`config.mk`:
```
export PLATFORM = sky130hd
export DESIGN_NAME = lfsr_bank
export DESIGN_NICKNAME = d
export VERILOG_FILES = /design/src/rtl/lfsr_pkg.sv /design/src/rtl/lfsr_core.sv /design/src/rtl/lfsr_bank.sv
export SDC_FILE = /design/constraint.sdc
export NUM_CORES = 1
export LEC_CHECK = 0
export CORE_UTILIZATION = 41
export CTS_CLUSTER_DIAMETER = 30
export DETAILED_ROUTE_END_ITERATION = 7
export GPL_TIMING_DRIVEN = 1
export PLACE_DENSITY = 0.82
export SYNTH_ARGS = -nofsm -noshare
export SYNTH_HDL_FRONTEND = slang
export SYNTH_HIERARCHICAL = 1
export SYNTH_SLANG_ARGS = --single-unit
```
`constraint.sdc`:
```
create_clock -name clk -period 2.5 [get_ports clk]
set_input_delay 0.375 -clock clk [delete_from_list [all_inputs] [get_ports clk]]
set_output_delay 0.375 -clock clk [all_outputs]
set_load 0.005 [all_outputs]
```
`src/rtl/lfsr_pkg.sv`:
```
// Shared types, default tap mask and the LFSR next-state function
// used by the lfsr_bank seed expander.
package lfsr_pkg;

    typedef enum logic {
        IDLE = 1'b0,
        RUN  = 1'b1
    } state_t;

    // Default feedback mask: taps at bits 15, 14, 12 and 3.
    localparam logic [15:0] LFSR_DEFAULT_TAPS = 16'hD008;

    // Widest channel the helper function supports.
    localparam int LFSR_MAX_W = 64;

    // One Fibonacci step: shift left, feedback parity of tapped bits into bit 0.
    // Operates on a zero-extended value; width selects the live bits.
    function automatic logic [LFSR_MAX_W-1:0] lfsr_next(
        input logic [LFSR_MAX_W-1:0] state,
        input logic [LFSR_MAX_W-1:0] taps,
        input int unsigned           width
    );
        logic [LFSR_MAX_W-1:0] mask;
        logic                  fb;
        mask = (width >= LFSR_MAX_W) ? '1 : ((64'd1 << width) - 64'd1);
        fb   = ^(state & taps & mask);
        return {state[LFSR_MAX_W-2:0], fb} & mask;
    endfunction

endpackage

```
`src/rtl/lfsr_core.sv`:
```
// One LFSR lane: state register, all-zero seed substitution, next-state
// logic and (when LFSR_WRAP_DETECT_EN is defined) a period-wrap detector.
module lfsr_core
    import lfsr_pkg::*;
#(
    parameter int              WIDTH = 16,
    parameter logic [WIDTH-1:0] TAPS = WIDTH'(LFSR_DEFAULT_TAPS),
    parameter int              CH    = 0
) (
    input  logic             clk,
    input  logic             reset,
    input  logic             load,
    input  logic             step,
    input  logic [WIDTH-1:0] seed_i,
    output logic [WIDTH-1:0] state_o,
    output logic             lockup_o,
    output logic             wrap_o
);

    // An all-zero seed would lock the register; lane c substitutes c+1.
    localparam logic [WIDTH-1:0] ZERO_SUB = WIDTH'(CH + 1);

    logic [WIDTH-1:0] state_q, state_d;
    logic             lockup_q, lockup_d;
    logic [WIDTH-1:0] next_val;

    assign next_val = WIDTH'(lfsr_next(LFSR_MAX_W'(state_q), LFSR_MAX_W'(TAPS), WIDTH));

    // Load (with zero substitution) has priority over stepping.
    always_comb begin
        state_d  = state_q;
        lockup_d = lockup_q;
        if (load) begin
            if (seed_i == '0) begin
                state_d  = ZERO_SUB;
                lockup_d = 1'b1;
            end else begin
                state_d  = seed_i;
                lockup_d = 1'b0;
            end
        end else if (step) begin
            state_d = next_val;
        end
    end

    // Lane state and sticky lockup flag.
    always_ff @(posedge clk) begin
        if (reset) begin
            state_q  <= '0;
            lockup_q <= 1'b0;
        end else begin
            state_q  <= state_d;
            lockup_q <= lockup_d;
        end
    end

    assign state_o  = state_q;
    assign lockup_o = lockup_q;

`ifdef LFSR_WRAP_DETECT_EN
    logic [WIDTH-1:0] origin_q, origin_d;
    logic             wrap_q, wrap_d;

    // Remember the loaded value; flag a step that lands back on it.
    always_comb begin
        origin_d = origin_q;
        wrap_d   = 1'b0;
        if (load) begin
            origin_d = state_d;
        end else if (step) begin
            wrap_d = (next_val == origin_q);
        end
    end

    // Origin register and single-cycle wrap pulse, aligned with state_q.
    always_ff @(posedge clk) begin
        if (reset) begin
            origin_q <= '0;
            wrap_q   <= 1'b0;
        end else begin
            origin_q <= origin_d;
            wrap_q   <= wrap_d;
        end
    end

    assign wrap_o = wrap_q;
`else
    assign wrap_o = 1'b0;
`endif

endmodule

```
`src/rtl/lfsr_bank.sv`:
```
// lfsr_bank: CHANNELS independent Fibonacci LFSRs sharing one tap mask,
// with seed-load handshake, step enable, step counter and output valid.
// Optional macro LFSR_WRAP_DETECT_EN enables per-lane period-wrap pulses;
// without it the wrap port is tied low.
module lfsr_bank
    import lfsr_pkg::*;
#(
    parameter int               WIDTH    = 16,
    parameter int               CHANNELS = 4,
    parameter logic [WIDTH-1:0] TAPS     = WIDTH'(LFSR_DEFAULT_TAPS),
    parameter int               CNT_W    = 32
) (
    input  logic                      clk,
    input  logic                      reset,
    input  logic                      seed_valid,
    output logic                      seed_ready,
    input  logic [CHANNELS*WIDTH-1:0] seed,
    input  logic                      step_en,
    output logic                      out_valid,
    output logic [CHANNELS*WIDTH-1:0] out,
    output logic [CHANNELS-1:0]       lockup,
    output logic [CNT_W-1:0]          step_count,
    output logic [CHANNELS-1:0]       wrap
);

    state_t           state_q, state_d;
    logic             seed_ready_q, seed_ready_d;
    logic [CNT_W-1:0] step_count_q, step_count_d;
    logic             load;
    logic             step;

    // Reset priority in the register block makes seed_valid irrelevant
    // during the reset cycle; ready is low until the cycle after reset.
    assign load = seed_valid && seed_ready_q;
    assign step = (state_q == RUN) && step_en && !load;

    // Next-state, handshake and counter logic.
    always_comb begin
        state_d      = state_q;
        seed_ready_d = 1'b1;
        step_count_d = step_count_q;
        case (state_q)
            IDLE: if (load) state_d = RUN;
            RUN:  state_d = RUN;
            default: state_d = IDLE;
        endcase
        if (load) begin
            step_count_d = '0;
        end else if (step) begin
            step_count_d = step_count_q + CNT_W'(1);
        end
    end

    // Control registers.
    always_ff @(posedge clk) begin
        if (reset) begin
            state_q      <= IDLE;
            seed_ready_q <= 1'b0;
            step_count_q <= '0;
        end else begin
            state_q      <= state_d;
            seed_ready_q <= seed_ready_d;
            step_count_q <= step_count_d;
        end
    end

    assign seed_ready = seed_ready_q;
    assign out_valid  = (state_q == RUN);
    assign step_count = step_count_q;

    for (genvar c = 0; c < CHANNELS; c++) begin : g_lane
        lfsr_core #(
            .WIDTH (WIDTH),
            .TAPS  (TAPS),
            .CH    (c)
        ) u_core (
            .clk      (clk),
            .reset    (reset),
            .load     (load),
            .step     (step),
            .seed_i   (seed[c*WIDTH +: WIDTH]),
            .state_o  (out[c*WIDTH +: WIDTH]),
            .lockup_o (lockup[c]),
            .wrap_o   (wrap[c])
        );
    end

endmodule

```
==> results of run 1 <==
==> sequential cells by signal, indices dropped and copies added, names as in the netlist <==
| signal | cells |
|---|---|
| step_count | 32 |
| g_lane.u_core/lockup_o | 4 |
| seed_ready | 1 |
| g_lane.u_core/state_o | 64 |
| out_valid | 1 |
==> cell type report <==
type,count,area share
Clock inverter,2,0.00523
Multi-Input combinational cell,401,0.378
Tap cell,147,0.0256
Sequential cell,102,0.285
Clock buffer,14,0.0396
Timing Repair Buffer,186,0.260
Inverter,13,0.00680
==> cells by family after synthesis <==
group | count (synthesis) | share of synthesized area
other | 4 | 0.00298
flip-flops | 102 | 0.405
buffers and inverters | 52 | 0.0583
multiplexers | 85 | 0.186
AO/OA/AOI/OAI | 58 | 0.0677
XOR/XNOR | 38 | 0.0660
adder cells (fa/ha/maj) | 1 | 0.00248
AND/OR/NAND/NOR | 215 | 0.212
==> critical path, stage by stage <==
cell	delay, ns
sky130_fd_sc_hd__clkdlybuf4s50_1	0.40
sky130_fd_sc_hd__and2_4	0.17
sky130_fd_sc_hd__or4_4	0.53
sky130_fd_sc_hd__or4_1	0.63
sky130_fd_sc_hd__or3_1	0.40
sky130_fd_sc_hd__a21oi_1	0.15
==> worst max path at each step <==
stage	slack, ns	cells after the start	end
floorplan	0.02	8	step_count[31]
global placement	-0.18	6	step_count[31]
detailed placement	-0.25	6	step_count[31]
CTS	0.11	6	step_count[31]
global route	0.03	5	step_count[31]
finish	0.11	6	step_count[31]
==> stage by stage <==
step	hold slack, ns	setup TNS (ns)
2_1_floorplan	0.432	0
3_3_place_gp	0.465	-0.438
3_5_place_dp	0.465	-0.700
4_1_cts	0.444	0
5_1_grt	0.481	0
6_report	0.458	0
==> power by group through the flow <==
stage          Combinational, W  Sequential [W]  Clock (W)
2_1_floorplan          0.000259         0.00177          0
3_3_place_gp           0.000532         0.00177          0
3_5_place_dp           0.000546         0.00177          0
4_1_cts                0.000549         0.00174    0.00152
5_1_grt                0.000590         0.00174    0.00159
6_report               0.000546         0.00174    0.00149
==> per-layer routing <==
metal  vias up  track usage
li1       2237            -
met1      2178        0.242
met2       148        0.370
met3        25       0.0761
met4         0       0.0772
met5         -            0
==> cell usage in the layout (no fill, tap or decap), drive strengths merged <==
cell / synthesis / final
clkdlybuf4s50: 0 / 168
xnor2: 25 / 25
or4: 7 / 7
nor3b: 1 / 1
nor2b: 5 / 5
a21oi: 36 / 36
o41ai: 2 / 2
o2bb2ai: 1 / 1
or3: 6 / 6
a211oi: 4 / 4
xor2: 13 / 13
mux2i: 56 / 56
a31oi: 5 / 5
nand3: 11 / 11
inv: 13 / 13
nor2: 115 / 115
buf: 21 / 18
clkinvlp: 0 / 1
conb: 4 / 4
clkbuf: 18 / 14
nand2: 13 / 13
nand2b: 2 / 2
mux2: 29 / 29
dfxtp: 102 / 102
nor3: 12 / 12
or2: 2 / 2
and4: 3 / 3
a211o: 2 / 2
ha: 1 / 1
and2: 3 / 3
nand4: 11 / 11
bufinv: 0 / 1
o21ai: 7 / 7
nor4: 22 / 22
nor4b: 2 / 2
o31ai: 1 / 1
==> metrics, run 1 <==
CP required 2.77 ns; number of flops mapped to enable cells by yosys 0; post-route design area 7180 sq um; critical setup path kind in -> reg; total half-perimeter wirelength after legalization and detailed placement 9880 um; highest layer used for signal routing met4; Post-Synthesis Cell Area approximately 5000 sq um; register bit total from synthesis 102; area added between synthesis and finish 42.3%; synthesized instance count roughly 560; detailed route wirelength on metal3 between 1000 and 1500 um; H-tree lvl count 3; remaining global-route overflow 0; area of the core region roughly 12000 sq um; Rel. slew slack 0.614; total area of sequential cells just over 2000 sq um; sequential cell area fraction in the yosys report 0.405; number of buffers inserted by post-CTS setup repair 0; clock latency on the worst-skew pair roughly 0.34 ns; skew final 0.00697 ns; maximum VDD drop about 0.00049 V; post-route fraction of the period consumed by the critical path 0.956; wire per inst approximately 15 um; upper clock frequency limit roughly 420 MHz; number of iterations in the first detailed-routing pass 4; post-layout power around 0.0038 W; M1 WL between 5000 and 6000 um; number of non-filler instances in the completed layout approximately 870; IO Count between 150 and 200; Hold Path Sink g_lane[2].u_core/state_o[12]; power share of the sequential group 0.460; floorplan die width roughly 110 um; clock-pin slew on the worst setup and hold paths about 0.070 ns; count of port buffers added during placement roughly 170; RSZ-0062 raised after global routing false; number of design rule violations left after detail routing 0; worst slew pin tran about 0.58 ns; final layout net count 782; post-place instance area around 7000 sq um; smallest setup slack after layout around 0.11 ns; Routed Antenna Nets 0; Layout fillers approximately 1000; outcome finished, final reports clean; drt total wl 13400 um; number of placement rows 40; number of failing setup endpoints in the final timing report 0; antenna diode count 0; critical-path maximum fanout 7; most frequent cell after synthesis sky130_fd_sc_hd__nor2_1; drt initial violations approximately 180; wire length on met2 ~6600 um; TritonCTS Buffers 9; pre-CTS setup slack -0.254 ns; reported max-cap violation count 0; via count between 4000 and 5000; Multi-input gate area between 2000 and 3000 sq um; hold crit path type in -> reg; Longest Clk Path Bufs 2; CTS tree built; die boundary height approximately 110 um; initial antenna violation count 0; share of Yosys cell area claimed by the top area cell type 0.405; number of synthesis warnings 6; average instance area after synthesis between 9 and 10 sq um; Setup crit start seed_valid; final weighted congestion in routability-driven placement approximately 0.8; number of global-route vias before repair about 4500; final hold violation count 0; CTS Hold Bufs 0; GRT Total Usage 0.213; Total Die Area around 13000 sq um; proportion of layout cells with a drive suffix above 1 0.107; most frequently used flop master after synthesis sky130_fd_sc_hd__dfxtp_1; hold path cells 2; largest net degree at the start of global routing 62; post-synthesis async set-or-reset flop share 0; core occupancy in the finished layout 0.598; R2R setup slack ~0.16 ns; most area-hungry cell type in the Yosys netlist sky130_fd_sc_hd__dfxtp_1; Yosys cell types 45; fin crit period 2.39 ns; pwr dens 526 nW/um^2; clock share of power 0.395; critical hold path startpoint reset; Initial Utilization 0.420; number of gates resized after cts 0; CTS Root Cell sky130_fd_sc_hd__clkbuf_16; sink count of the clock tree roughly 100; Worst setup EP type register; Net Sw Power just under 0.0009 W; logic depth of the worst register-to-register path 5; Reg2Reg Capture Point step_count[31]; total count of max-transition violations in the final report 0; leading post-synthesis cells by cell area sky130_fd_sc_hd__dfxtp_1 40%, sky130_fd_sc_hd__mux2i_1 11%, sky130_fd_sc_hd__nor2_1 8.6%, sky130_fd_sc_hd__xnor2_1 4.3%, sky130_fd_sc_hd__mux2_4 4.2%; global-route wire length before repair ~22000 um; Lkg Pwr about 2.5 nW; most common library cells after synthesis 115 x sky130_fd_sc_hd__nor2_1, 102 x sky130_fd_sc_hd__dfxtp_1, 56 x sky130_fd_sc_hd__mux2i_1; kind of launch point of the worst setup path input pin; power share of the combinational group 0.145; Internal Dissipation 0.00289 W; number of nets in the synthesized netlist approximately 620; net switching fraction of the power 0.234; startpoint of the lowest-slack register-to-register path step_count[8]; Placed Instances ~850; Arrival @ worst endpoint about 2.7 ns; DR vias/cell around 5.3
Power figures use the tool's default switching activity.
==> inputs of run 2 (changes only) <==
--- a/config.mk
+++ b/config.mk
@@ -10,7 +10,10 @@
 export DETAILED_ROUTE_END_ITERATION = 7
 export GPL_TIMING_DRIVEN = 1
 export PLACE_DENSITY = 0.82
+export RECOVER_POWER = 100
+export SETUP_SLACK_MARGIN = 0.15
 export SYNTH_ARGS = -nofsm -noshare
 export SYNTH_HDL_FRONTEND = slang
 export SYNTH_HIERARCHICAL = 1
 export SYNTH_SLANG_ARGS = --single-unit
+export TNS_END_PERCENT = 20
==> run 2 against run 1 <==
Non-clock buffer count grew 2. Clock power shrank 8%. Setup slack gained 0.082 ns. Combinational power shrank 7.0%. Sequential share of layout area grew 0.50 points. Wire length grew 0.19%. Global-route usage shrank 0.11 points. Total power shrank 4.5%. Final cell count grew 0.23%. Fmax grew 3.6%. Critical path type unchanged. Largest power group unchanged.
==> metrics, run 2 (same netlist as run 1, synthesis figures left out) <==
hold crit path type reg -> reg; DR vias/cell 5.31 (+0.12%); final hold violation count 0 (unchanged); skew final 0.00869 ns (+0.00172 ns); die boundary height 113 um (unchanged); kind of launch point of the worst setup path input pin; number of placement rows 40 (unchanged); count of port buffers added during placement 169 (unchanged); final layout net count 784 (+0.26%); Worst setup EP type register; drt initial violations 244 (+33%); number of buffers inserted by post-CTS setup repair 0 (unchanged); outcome finished, final reports clean; global-route met1 utilization 0.250 (+0.00794); post-route fraction of the period consumed by the critical path 0.923 (-0.0329); GRT Total Usage 0.212 (-0.00106); most frequent cells in the layout 114 x sky130_fd_sc_hd__nor2_1, 102 x sky130_fd_sc_hd__dfxtp_1, 101 x sky130_fd_sc_hd__dlygate4sd3_1; final weighted congestion in routability-driven placement 0.827 (+1.9%); floorplan die width 113 um (unchanged); drt total wl 13400 um (+0.19%); worst slew pin tran 1.38 ns (+0.803 ns); final setup TNS 0 ns (unchanged); clock-pin slew on the worst setup and hold paths 0.07 ns (about the same); Initial Utilization 0.420 (unchanged); number of design rule violations left after detail routing 0 (unchanged); initial antenna violation count 0 (unchanged); flip-flop count of the largest register after layout 64 (unchanged); via count 4604 (+0.35%); family of cells with the greatest summed delay on the critical path simple AND/OR/NAND/NOR gates; H-tree lvl count 3 (unchanged); number of non-filler instances in the completed layout 867 (+0.23%); area of the core region 12000 sq um (unchanged); CTS tree built; smallest setup slack after layout 0.192 ns (+0.0821 ns); wire per inst 15.4 um (about the same); TritonCTS Buffers 9 (unchanged); CTS Hold Bufs 0 (unchanged); most common cell after layout, fill and taps aside sky130_fd_sc_hd__nor2_1; upper clock frequency limit 433 MHz (+3.6%); critical-path maximum fanout 7 (unchanged); Total Die Area 12800 sq um (unchanged); reported max-cap violation count 0 (unchanged); CP required 2.77 ns (about the same); global route hottest layer met2; largest stage delay on the critical path 0.57 ns (-0.06 ns); Rel. slew slack 0.0784 (-0.535); fin crit period 2.31 ns (-0.0821 ns); antenna diode count 0 (unchanged); area added between synthesis and finish 39.8%; Placed Instances 851 (+0.24%); maximum VDD drop 0.000545 V (+10%); Arrival @ worst endpoint 2.58 ns (-0.08 ns); largest net degree at the start of global routing 54 (-13%); IO Count 174 (unchanged); total count of max-transition violations in the final report 0 (unchanged); global-route wire length before repair 21600 um (-0.54%); number of global-route vias before repair 4468 (-0.82%); fraction of met2 tracks used by global routing 0.364 (-0.00617); Longest Clk Path Bufs 2 (unchanged); proportion of layout cells with a drive suffix above 1 0.0861 (-0.0211); cell with the largest stage delay on the worst path sky130_fd_sc_hd__or4_4; Routed Antenna Nets 0 (unchanged); CTS Root Cell sky130_fd_sc_hd__clkbuf_16; global routing met3 resource utilization 0.0766 (+0.000536); sink count of the clock tree 102 (unchanged); number of iterations in the first detailed-routing pass 5 (+1); pre-CTS setup slack -0.124 ns (+0.130 ns); number of failing setup endpoints in the final timing report 0 (unchanged); RSZ-0062 raised after global routing false; number of gates resized after cts 0 (unchanged); critical setup path kind in -> reg; crit-path cells clkdlybuf4s50_1 -> and2_0 -> or4_1 -> or4_4 -> or3_1 -> a21oi_1; total half-perimeter wirelength after legalization and detailed placement 9850 um (-0.28%); Lkg Pwr 2.81 nW (+11%); Worst Path Buf+Inv 1 (unchanged); pwr dens 511 nW/um^2 (-2.8%); remaining global-route overflow 0 (unchanged); clock latency on the worst-skew pair 0.35 ns (about the same)
[run 2: worst reg2reg max path: stages (launching register included)]
cell	delay, ns
sky130_fd_sc_hd__dfxtp_1	0.42
sky130_fd_sc_hd__nand2_1	0.10
sky130_fd_sc_hd__or4_1	0.55
sky130_fd_sc_hd__or4_4	0.57
sky130_fd_sc_hd__or3_1	0.33
sky130_fd_sc_hd__a21oi_1	0.15
[run 2: final timing paths]
path	start	end	slack, ns	cells after the start
setup / recovery	seed_valid	step_count[27]	0.19	6
hold / removal	g_lane[1].u_core/lockup_o	g_lane[1].u_core/lockup_o	0.48	2
setup reg to reg	out_valid	step_count[27]	0.31	5
hold reg to reg	g_lane[1].u_core/lockup_o	g_lane[1].u_core/lockup_o	0.48	2
[run 2: power breakdown]
group / switching [W] / total [W] / internal [W] / leakage (nW)
sequential: 0.0000495 / 0.00173 / 0.00168 / 0.831
combinational: 0.000224 / 0.000508 / 0.000284 / 1.84
clock: 0.000611 / 0.00137 / 0.000755 / 0.142
total: 0.000884 / 0.00361 / 0.00272 / 2.81
[run 2: area by class of cell]
cell class,count,area [sq um]
Fill cell,1064,4960
Multi-Input combinational cell,401,2670
Sequential cell,102,2040
Timing Repair Buffer,188,1820
Clock buffer,13,270
Tap cell,147,184
Inverter,13,48.8
Clock inverter,3,17.5
[run 2: stage by stage]
stage	power (W)	area (sq um)	utilization	hold slack, ns
6_report	0.00361	7050	0.587	0.475
2_1_floorplan	0.00203	5050	-	0.432
4_1_cts	0.00369	7150	0.595	0.486
5_1_grt	0.00375	7050	0.587	0.508
3_5_place_dp	0.00232	6860	0.571	0.474
3_3_place_gp	0.00230	6860	0.571	0.444
[run 2: per-layer routing]
layer | routed length, um | part of all wire | vias to the layer above
li1 | - | - | 2235
met1 | 5660 | 0.42 | 2210
met2 | 6600 | 0.49 | 143
met3 | 931 | 0.070 | 16
met4 | 196 | 0.015 | 0
met5 | 0 | 0 | -
